**config.mk**
```make
export PLATFORM = sky130hd
export DESIGN_NAME = alu_op_sequencer
export DESIGN_NICKNAME = d
export VERILOG_FILES = /design/src/rtl/alu_pkg.sv /design/src/rtl/alu_shift_step.sv /design/src/rtl/alu_op_sequencer.sv
export SDC_FILE = /design/constraint.sdc
export NUM_CORES = 1
export LEC_CHECK = 0
export BUFFER_PORTS_ARGS = -buffer_cell sky130_fd_sc_hd__buf_2
export CAP_MARGIN = 0
export CORE_UTILIZATION = 51
export DETAILED_ROUTE_END_ITERATION = 8
export PLACE_DENSITY = 0.72
export SLEW_MARGIN = 20
export SYNTH_ARGS = -nofsm -noshare
export SYNTH_HDL_FRONTEND = slang
export SYNTH_SLANG_ARGS = --single-unit
```
**constraint.sdc**
```tcl
create_clock -name clk -period 1.7 [get_ports clk]
set_clock_uncertainty 0.15 [all_clocks]
set_input_delay 0.085 -clock clk [delete_from_list [all_inputs] [get_ports clk]]
set_output_delay 0.085 -clock clk [all_outputs]
set_load 0.005 [all_outputs]
```
**src/rtl/alu_pkg.sv**
```systemverilog
// Shared opcode and sequencer-state types for the logic half of the ALU,
// plus the opcode normalisation helpers used by the sequencer front-end.
package alu_pkg;

  typedef enum logic [2:0] {
    OP_AND = 3'b000,
    OP_OR  = 3'b001,
    OP_XOR = 3'b010,
    OP_SRL = 3'b011,
    OP_SLL = 3'b100,
    OP_ROL = 3'b101
  } op_e;

  typedef enum logic [1:0] {
    ST_IDLE  = 2'd0,
    ST_SHIFT = 2'd1,
    ST_DONE  = 2'd2
  } seq_state_e;

  // Reserved encodings 110/111 execute as AND.
  function automatic op_e norm_op(input logic [2:0] raw);
    case (raw)
      3'b110, 3'b111: return OP_AND;
      default:        return op_e'(raw);
    endcase
  endfunction

  function automatic logic is_shift(input op_e op);
    return (op == OP_SRL) || (op == OP_SLL) || (op == OP_ROL);
  endfunction

endpackage

```
**src/rtl/alu_shift_step.sv**
```systemverilog
// Combinational single-bit shift/rotate step (SRL, SLL, ROL) applied to the
// sequencer's working register once per SHIFT cycle.
module alu_shift_step
  import alu_pkg::*;
#(
  parameter int N = 8
) (
  input  logic [N-1:0] i_data,
  input  op_e          i_op,
  output logic [N-1:0] o_data
);

  always_comb begin
    // NOTE: default assignment first so every path drives o_data (no latch).
    o_data = i_data;
    case (i_op)
      OP_SRL:  o_data = {1'b0, i_data[N-1:1]};
      OP_SLL:  o_data = {i_data[N-2:0], 1'b0};
      OP_ROL:  o_data = {i_data[N-2:0], i_data[N-1]};
      default: o_data = i_data;
    endcase
  end

endmodule

```
**src/rtl/alu_op_sequencer.sv**
```systemverilog
// Multi-cycle logic/shift execution front-end with valid/ready on both sides.
// Optional macro ALU_SEQ_BYPASS_EN lets a new command enter during the output handshake.
module alu_op_sequencer
  import alu_pkg::*;
#(
  parameter int N = 8
) (
  input  logic         clk,
  input  logic         rst,
  input  logic         in_valid,
  output logic         in_ready,
  input  logic [N-1:0] a,
  input  logic [N-1:0] b,
  input  logic [2:0]   op,
  output logic         out_valid,
  input  logic         out_ready,
  output logic [N-1:0] result,
  output logic         flag_z,
  output logic         flag_n,
  output logic         busy
);

  localparam int CW = $clog2(N);

  seq_state_e  r_state;
  seq_state_e  w_state_next;
  op_e         r_op;
  logic [N-1:0]  r_work;
  logic [CW-1:0] r_cnt;
  logic [N-1:0]  r_result;
  logic          r_z;
  logic          r_n;

  op_e           w_op;
  logic [CW-1:0] w_amt;
  logic          w_is_shift;
  logic          w_accept;
  logic [N-1:0]  w_logic;
  logic [N-1:0]  w_step;
  logic [N-1:0]  w_final;
  logic          w_load;

  assign w_op       = norm_op(op);
  assign w_amt      = b[CW-1:0];
  assign w_is_shift = is_shift(w_op);
  assign w_accept   = in_valid & in_ready;

  always_comb begin
    w_logic = a & b;
    case (w_op)
      OP_OR:   w_logic = a | b;
      OP_XOR:  w_logic = a ^ b;
      default: w_logic = a & b;
    endcase
  end

  alu_shift_step #(.N(N)) u_step (
    .i_data (r_work),
    .i_op   (r_op),
    .o_data (w_step)
  );

  // A new command writes the result directly for logic ops and k=0 shifts;
  // otherwise the last SHIFT step (counter at 1) writes it.
  assign w_final = w_accept ? (w_is_shift ? a : w_logic) : w_step;
  assign w_load  = w_accept ? (!w_is_shift || (w_amt == '0))
                            : ((r_state == ST_SHIFT) && (r_cnt == CW'(1)));

  always_ff @(posedge clk) begin
    // NOTE: sequential state uses non-blocking assignments only.
    if (rst) r_state <= ST_IDLE;
    else     r_state <= w_state_next;
  end

  always_comb begin
    w_state_next = r_state;
    case (r_state)
      ST_IDLE, ST_DONE: begin
        if (w_accept)
          w_state_next = (w_is_shift && (w_amt != '0)) ? ST_SHIFT : ST_DONE;
        else if ((r_state == ST_DONE) && out_ready)
          w_state_next = ST_IDLE;
      end
      ST_SHIFT: if (r_cnt == CW'(1)) w_state_next = ST_DONE;
      default:  w_state_next = ST_IDLE;
    endcase
  end

  always_comb begin
`ifdef ALU_SEQ_BYPASS_EN
    in_ready = ~rst & ((r_state == ST_IDLE) | ((r_state == ST_DONE) & out_ready));
`else
    in_ready = ~rst & (r_state == ST_IDLE);
`endif
    out_valid = (r_state == ST_DONE);
    busy      = (r_state != ST_IDLE);
  end

  always_ff @(posedge clk) begin
    // NOTE: datapath registers are reset too so result/flags come up at zero.
    if (rst) begin
      r_op     <= OP_AND;
      r_work   <= '0;
      r_cnt    <= '0;
      r_result <= '0;
      r_z      <= 1'b0;
      r_n      <= 1'b0;
    end else begin
      if (w_accept) begin
        r_op   <= w_op;
        r_work <= a;
        r_cnt  <= w_amt;
      end else if (r_state == ST_SHIFT) begin
        r_work <= w_step;
        r_cnt  <= r_cnt - 1'b1;
      end
      if (w_load) begin
        r_result <= w_final;
        r_z      <= (w_final == '0);
        r_n      <= w_final[N-1];
      end
    end
  end

  assign result = r_result;
  assign flag_z = r_z;
  assign flag_n = r_n;

endmodule

```
* Word level (Yosys, flattened, before mapping)
Cells that the tools add are included.
** Storage, ports and cells
- Word-level logic and storage cells :: 60
- ROM bits :: 0
- Input bits :: 23
- Bits in registers :: 26
- Memories kept :: 0
- Memory bits (writable) :: 0
- Bits in latches :: 0
- Output and inout bits :: 13
** Cells by class
- Equal/unequal tests :: 15
- Add/sub/neg operators :: 1
- Bitwise operators :: 6
- Multiplexer cells :: 15
- Shift-type cells :: 0
- Order comparisons :: 0
- Multiply operators :: 0
- Div/mod/pow operators :: 0
- Reduce and logical (&&, ||, !) cells :: 16
** Operators with widths (count)
- $mux W8 :: 4
- $pmux W8 S3 :: 1
- $eq A3 B3 Y1 const B :: 6
- $pmux W8 S2 :: 1
- $eq A3 B2 Y1 const B :: 3
- $mux W3 :: 3
- $and A8 B8 Y8 :: 1
- $logic_not A8 Y1 :: 1
- $mux W2 :: 4
- $or A8 B8 Y8 :: 1
- $xor A8 B8 Y8 :: 1
- $eq A3 B1 Y1 const B :: 2
- $pmux W2 S2 :: 1
- $reduce_bool A2 Y1 :: 2
- $reduce_or A2 Y1 :: 2
- $logic_and A1 B1 Y1 :: 3
- $logic_not A3 Y1 :: 1
- $logic_or A1 B1 Y1 :: 3
- $ne A3 B3 Y1 const B :: 1
- $reduce_bool A3 Y1 :: 1
- $sub A3 B1 Y3 const B :: 1
- $and A1 B1 Y1 :: 2
- $eq A2 B1 Y1 const B :: 1
- $eq A2 B2 Y1 const B :: 1
- 6 further kinds :: 6

* Logic depth before layout (Yosys ltp)
- Depth after elaboration :: 10
- Mapped depth :: 8
- Depth with buffers taken out :: 8

* Hierarchy
From an unflattened synthesis, not the netlist that was laid out.
** Second synthesis, totals
- Cell total of the unflattened synthesis :: 260
- Area, all modules :: 2109.5 sq um
** By module, submodules not included
- alu_op_sequencer :: seq. area each 500.5 sq um, cells each 224, area each 1846.8 sq um, instances 1
- alu_shift_step :: seq. area each 0.0 sq um, cells each 36, area each 262.8 sq um, instances 1

* Worst setup path after synthesis
No wires, ideal clock.
- Kind :: reg-to-reg
- Start point :: register r_op[1]
- End point :: register r_z, in the netlist flag_z
- Data arrival time :: 1.532 ns
- Period minus slack after synthesis :: 1.751 ns
- Setup time :: 0.069 ns
- Stages on the path, launching flop included :: 8
- Setup slack :: -0.051 ns
- Path through :: dfxtp_1 buf_6 mux2_1 a221oi_2 o32ai_1 nor3b_1 nand4_1 o21ai_1
** Between the ends
- Cells in the longest elaborated chain, start to end :: 4
- Elaborated cells on any way between the ends :: 6
** RTL lines
- from (decl) :: RTL line alu_op_sequencer.sv:27 : op_e r_op;
- from (signal assigned) :: RTL line alu_op_sequencer.sv:110 : r_op <= w_op;
- $eq A3 B3 Y1 / $eq A3 B2 Y1 (equally long branches) :: RTL line alu_shift_step.sv:16 : case (i_op)
- $pmux W8 S3 * :: RTL line alu_shift_step.sv:16
- $mux W8 * :: RTL line alu_op_sequencer.sv:65 : assign w_final = w_accept ? (w_is_shift ? a : w_logic) : w_step;
- $logic_not A8 Y1 * :: RTL line alu_op_sequencer.sv:119 : r_z <= (w_final == '0);
- to (signal assigned) :: RTL line alu_op_sequencer.sv:119
- to (decl) :: RTL line alu_op_sequencer.sv:31 : logic r_z;
Every way passes the cells marked *; elsewhere a longest branch is shown, timed or not.
A chain may end at the register's enable or synchronous reset.

* Worst setup path in the final report
- Start point :: register r_state[0]
- End point :: register r_z, in the netlist flag_z
** Between the ends
- Cells in the longest elaborated chain, start to end :: 5
- Elaborated cells on any way between the ends :: 8
** RTL lines
- from (decl) :: RTL line alu_op_sequencer.sv:25 : seq_state_e r_state;
- from (signal assigned) :: RTL line alu_op_sequencer.sv:72 : else r_state <= w_state_next;
- $logic_not A2 Y1 :: RTL line alu_op_sequencer.sv:93 : in_ready = ~rst & (r_state == ST_IDLE);
- $and A1 B1 Y1 :: RTL line alu_op_sequencer.sv:93
- $and A1 B1 Y1 :: RTL line alu_op_sequencer.sv:46 : assign w_accept = in_valid & in_ready;
- $mux W8 :: RTL line alu_op_sequencer.sv:65
- $logic_not A8 Y1 :: RTL line alu_op_sequencer.sv:119
Several ways; a longest one is shown, not always the timed one.

==> impl_metrics.json <==
{
  "tightest_slew_ps": 433,
  "yosys_warnings": 0,
  "final_nets": 385,
  "synth.most_common_cell": "nor2_1",
  "clkSinkCount": 25,
  "synth.largest_area_cell": "dfxtp_1",
  "cts_root_buf": "clkbuf_8",
  "ir_worst_vdd_v": 0.000331,
  "drt-pass1-iter-count": 4,
  "outcome": "finished, violations left",
  "clk_pin_slew_ps": 100,
  "grt_max_degree": 18,
  "r2r_slack_ps": -120,
  "fillers": 303,
  "max_slew_margin_pct": 71.1,
  "r2r-end": "flag_z",
  "path_cells": "nor4b_4, buf_6, o21ai_2, o32a_1, nor3b_2, nand4_1, o21ai_1",
  "wire_per_inst_um": 16.3,
  "synth_area_leaders": "dfxtp_1 (24%), ha_1 (11%), mux2i_1 (7.1%)",
  "crit_arrival_ps": 1860,
  "numCtsBuffers": 3,
  "ys_seq_elements": 25,
  "synth-xor-area-share_pct": 0.415,
  "synth_top_cells_by_count": "nor2_1 (26), dfxtp_1 (25), inv_1 (22)",
  "rows": 23,
  "cts_tree": "done",
  "reg2reg_from": "r_state[0]",
  "ff2ff_path_depth": 7,
  "avgSynthCellArea_um2": 8.15,
  "ys_seq_area_share_pct": 23.7,
  "die-area_mm2": 0.00440,
  "cap_violations": 0,
  "violations": "negative setup slack",
  "grt.overflow.total": 0,
  "crit_path_start_kind": "flip-flop",
  "leakage_nw": 1.33,
  "clk_latency_ps": 290,
  "port_buffers": 35,
  "die_x_um": 66.4,
  "critPathCapture": "flag_z",
  "syn_to_final_growth_pct": 39.3,
  "slowest_delay_ps": 380,
  "required_ps": 1740,
  "max_clock_freq_ghz": 0.549,
  "synth-adder-area-share_pct": 10.7,
  "syn-cell-area_mm2": 0.00211,
  "synthArstFlopShare_pct": 0,
  "via_per_inst": 5.83,
  "finalMaxSlewViolations": 0,
  "initial_core_util_pct": 52.8,
  "final-setup-viol-count": 7,
  "fin_tns_setup_ps": -329,
  "cpMaxStageDelayCell": "dfxtp_4",
  "gp_congestion": 0.916,
  "fp.dieH_um": 66.4,
  "min_period_over_period_pct": 107,
  "vias": 2290,
  "min_period_ps": 1820,
  "crit_start": "r_state[0]",
  "crit_buf_inv": 1,
  "synth_top_flop_cell": "dfxtp_1",
  "path_max_fanout": 7,
  "placed_area_mm2": 0.00266,
  "antenna_found_initial": 0,
  "fin_ws_ps": -122,
  "h-tree-depth": 1,
  "totalWireLength_um": 6410,
  "synth-compound-area-share_pct": 26.5,
  "synth-simple-area-share_pct": 19.8,
  "clockBufferDepth": 2,
  "rsz0062_at_grt": "yes",
  "muxShareOfSynthArea_pct": 9.60,
  "hpwl_um": 4580,
  "drt_iter0_markers": 142,
  "synth_edf_count": 0,
  "hp-class": "primary input to flip-flop",
  "power_density_mw_per_mm2": 565,
  "cp_num_cells": 7,
  "drive_gt1_share_pct": 39.9,
  "critPathTopFamily": "simple AND/OR/NAND/NOR gates",
  "synth_top_area_share_pct": 23.7,
  "power.total_mw": 1.66,
  "path_class": "flip-flop to flip-flop",
  "antenna_cells": 0,
  "synth_fp_nets": 300,
  "grt_first_pass_wirelength_um": 10100,
  "ant_nets": 0,
  "core_mm2": 0.00400,
  "synthCells": 259,
  "grt_pass1_vias": 2111,
  "final_area_mm2": 0.00294,
  "synth_top_family_by_area": "compound AO/OA/AOI/OAI gates",
  "cp-end-kind": "flip-flop",
  "drc": 0,
  "yosysUniqueCellTypes": 54,
  "ioPinCount": 36,
  "grt_usage_pct": 30.8,
  "timing.final.hold_violations": 0
}
-- layout by cell type (no fill, tap or decap), drive strengths merged, types with 5 or more instances in the layout --
cell type    instances
buf                 94
inv                 22
nor2                26
nand2               14
a211oi              12
mux2i               15
dlygate4sd3          5
a21oi               16
o21ai               17
nor2b                9
dfxtp               25
ha                  18
a221oi               5
-- worst register-to-register path, cell delays in order, from the launching register on --
cell and delay (ps):
dfxtp_4 380, nor4b_4 350, buf_6 180, o21ai_2 60, o32a_1 310, nor3b_2 160, nand4_1 80, o21ai_1 60
-- kinds of logic (layout without fill, tap and decap cells) --
group / count (synthesis) / count (layout)
AOI/OAI and AO/OA: 79 / 79
xor gates and xnor gates: 1 / 1
adders and majority gates: 18 / 18
buffers and inverters: 41 / 125
DFF: 25 / 25
muxes: 19 / 19
and+or+nand+nor: 76 / 76
-- where the power goes --
group          leakage (nW)  switching (mW)  internal [mW]
Sequential            0.206          0.0324          0.618
Combinational          1.10           0.307          0.307
Clock                0.0217           0.230          0.167
Total                  1.33           0.570           1.09
-- worst min-delay path by stage --
| stage | cells past startpoint | endpoint | start | slack [ps] |
|---|---|---|---|---|
| floorplan | 2 | r_work[6] | a[6] | 90 |
| global placement | 3 | r_cnt[1] | b[1] | 230 |
| detailed placement | 3 | r_cnt[1] | b[1] | 240 |
| CTS | 3 | r_cnt[0] | b[0] | 10 |
| global route | 3 | r_op[0] | op[0] | 20 |
| finish | 3 | r_cnt[0] | b[0] | 10 |
-- stage by stage --
step	hold slack (ps)	cells	util, %	setup WS [ps]
final	12.7	393	73.5	-122
after global routing	18.8	393	73.5	-186
after CTS	12.2	389	70.6	-100
after detailed placement	243	378	66.4	-164
after global placement	233	378	66.4	-94.9
after floorplan	89.7	259	-	-4.85
-- registers in the layout, summed over array words and instances, names as in the netlist --
signal   count
flag_z       1
r_cnt        3
r_op         3
r_state      2
r_work       8
result       8
-- metal layers --
metal | share of wire [%] | GRT usage (%)
met5 | 0 | 0
met4 | 2.7 | 9.31
met3 | 5.4 | 3.97
met2 | 50 | 54.6
met1 | 42 | 38.4
-- cell type report --
cell class | instances | area, um^2 | share of cell area (%)
clock buffers | 3 | 41.3 | 1.40
clock inverters | 1 | 7.51 | 0.255
inverters | 22 | 82.6 | 2.81
multi-input cells | 193 | 1560 | 52.9
flip-flops and latches | 25 | 509 | 17.3
well taps | 50 | 62.6 | 2.13
repair buffers | 99 | 683 | 23.2
-- repair_timing --
action | in CTS | in global routing
hold buffers | 5 | 0
pin swaps | 4 | 6
setup buffers | 1 | 4
resized for setup | 13 | 22
gates cloned | 1 | 0
endpoints found under the setup margin | 17 | 18
endpoints found under the hold margin | 5 | 0
Note: power is estimated with default switching activity, not from simulation.
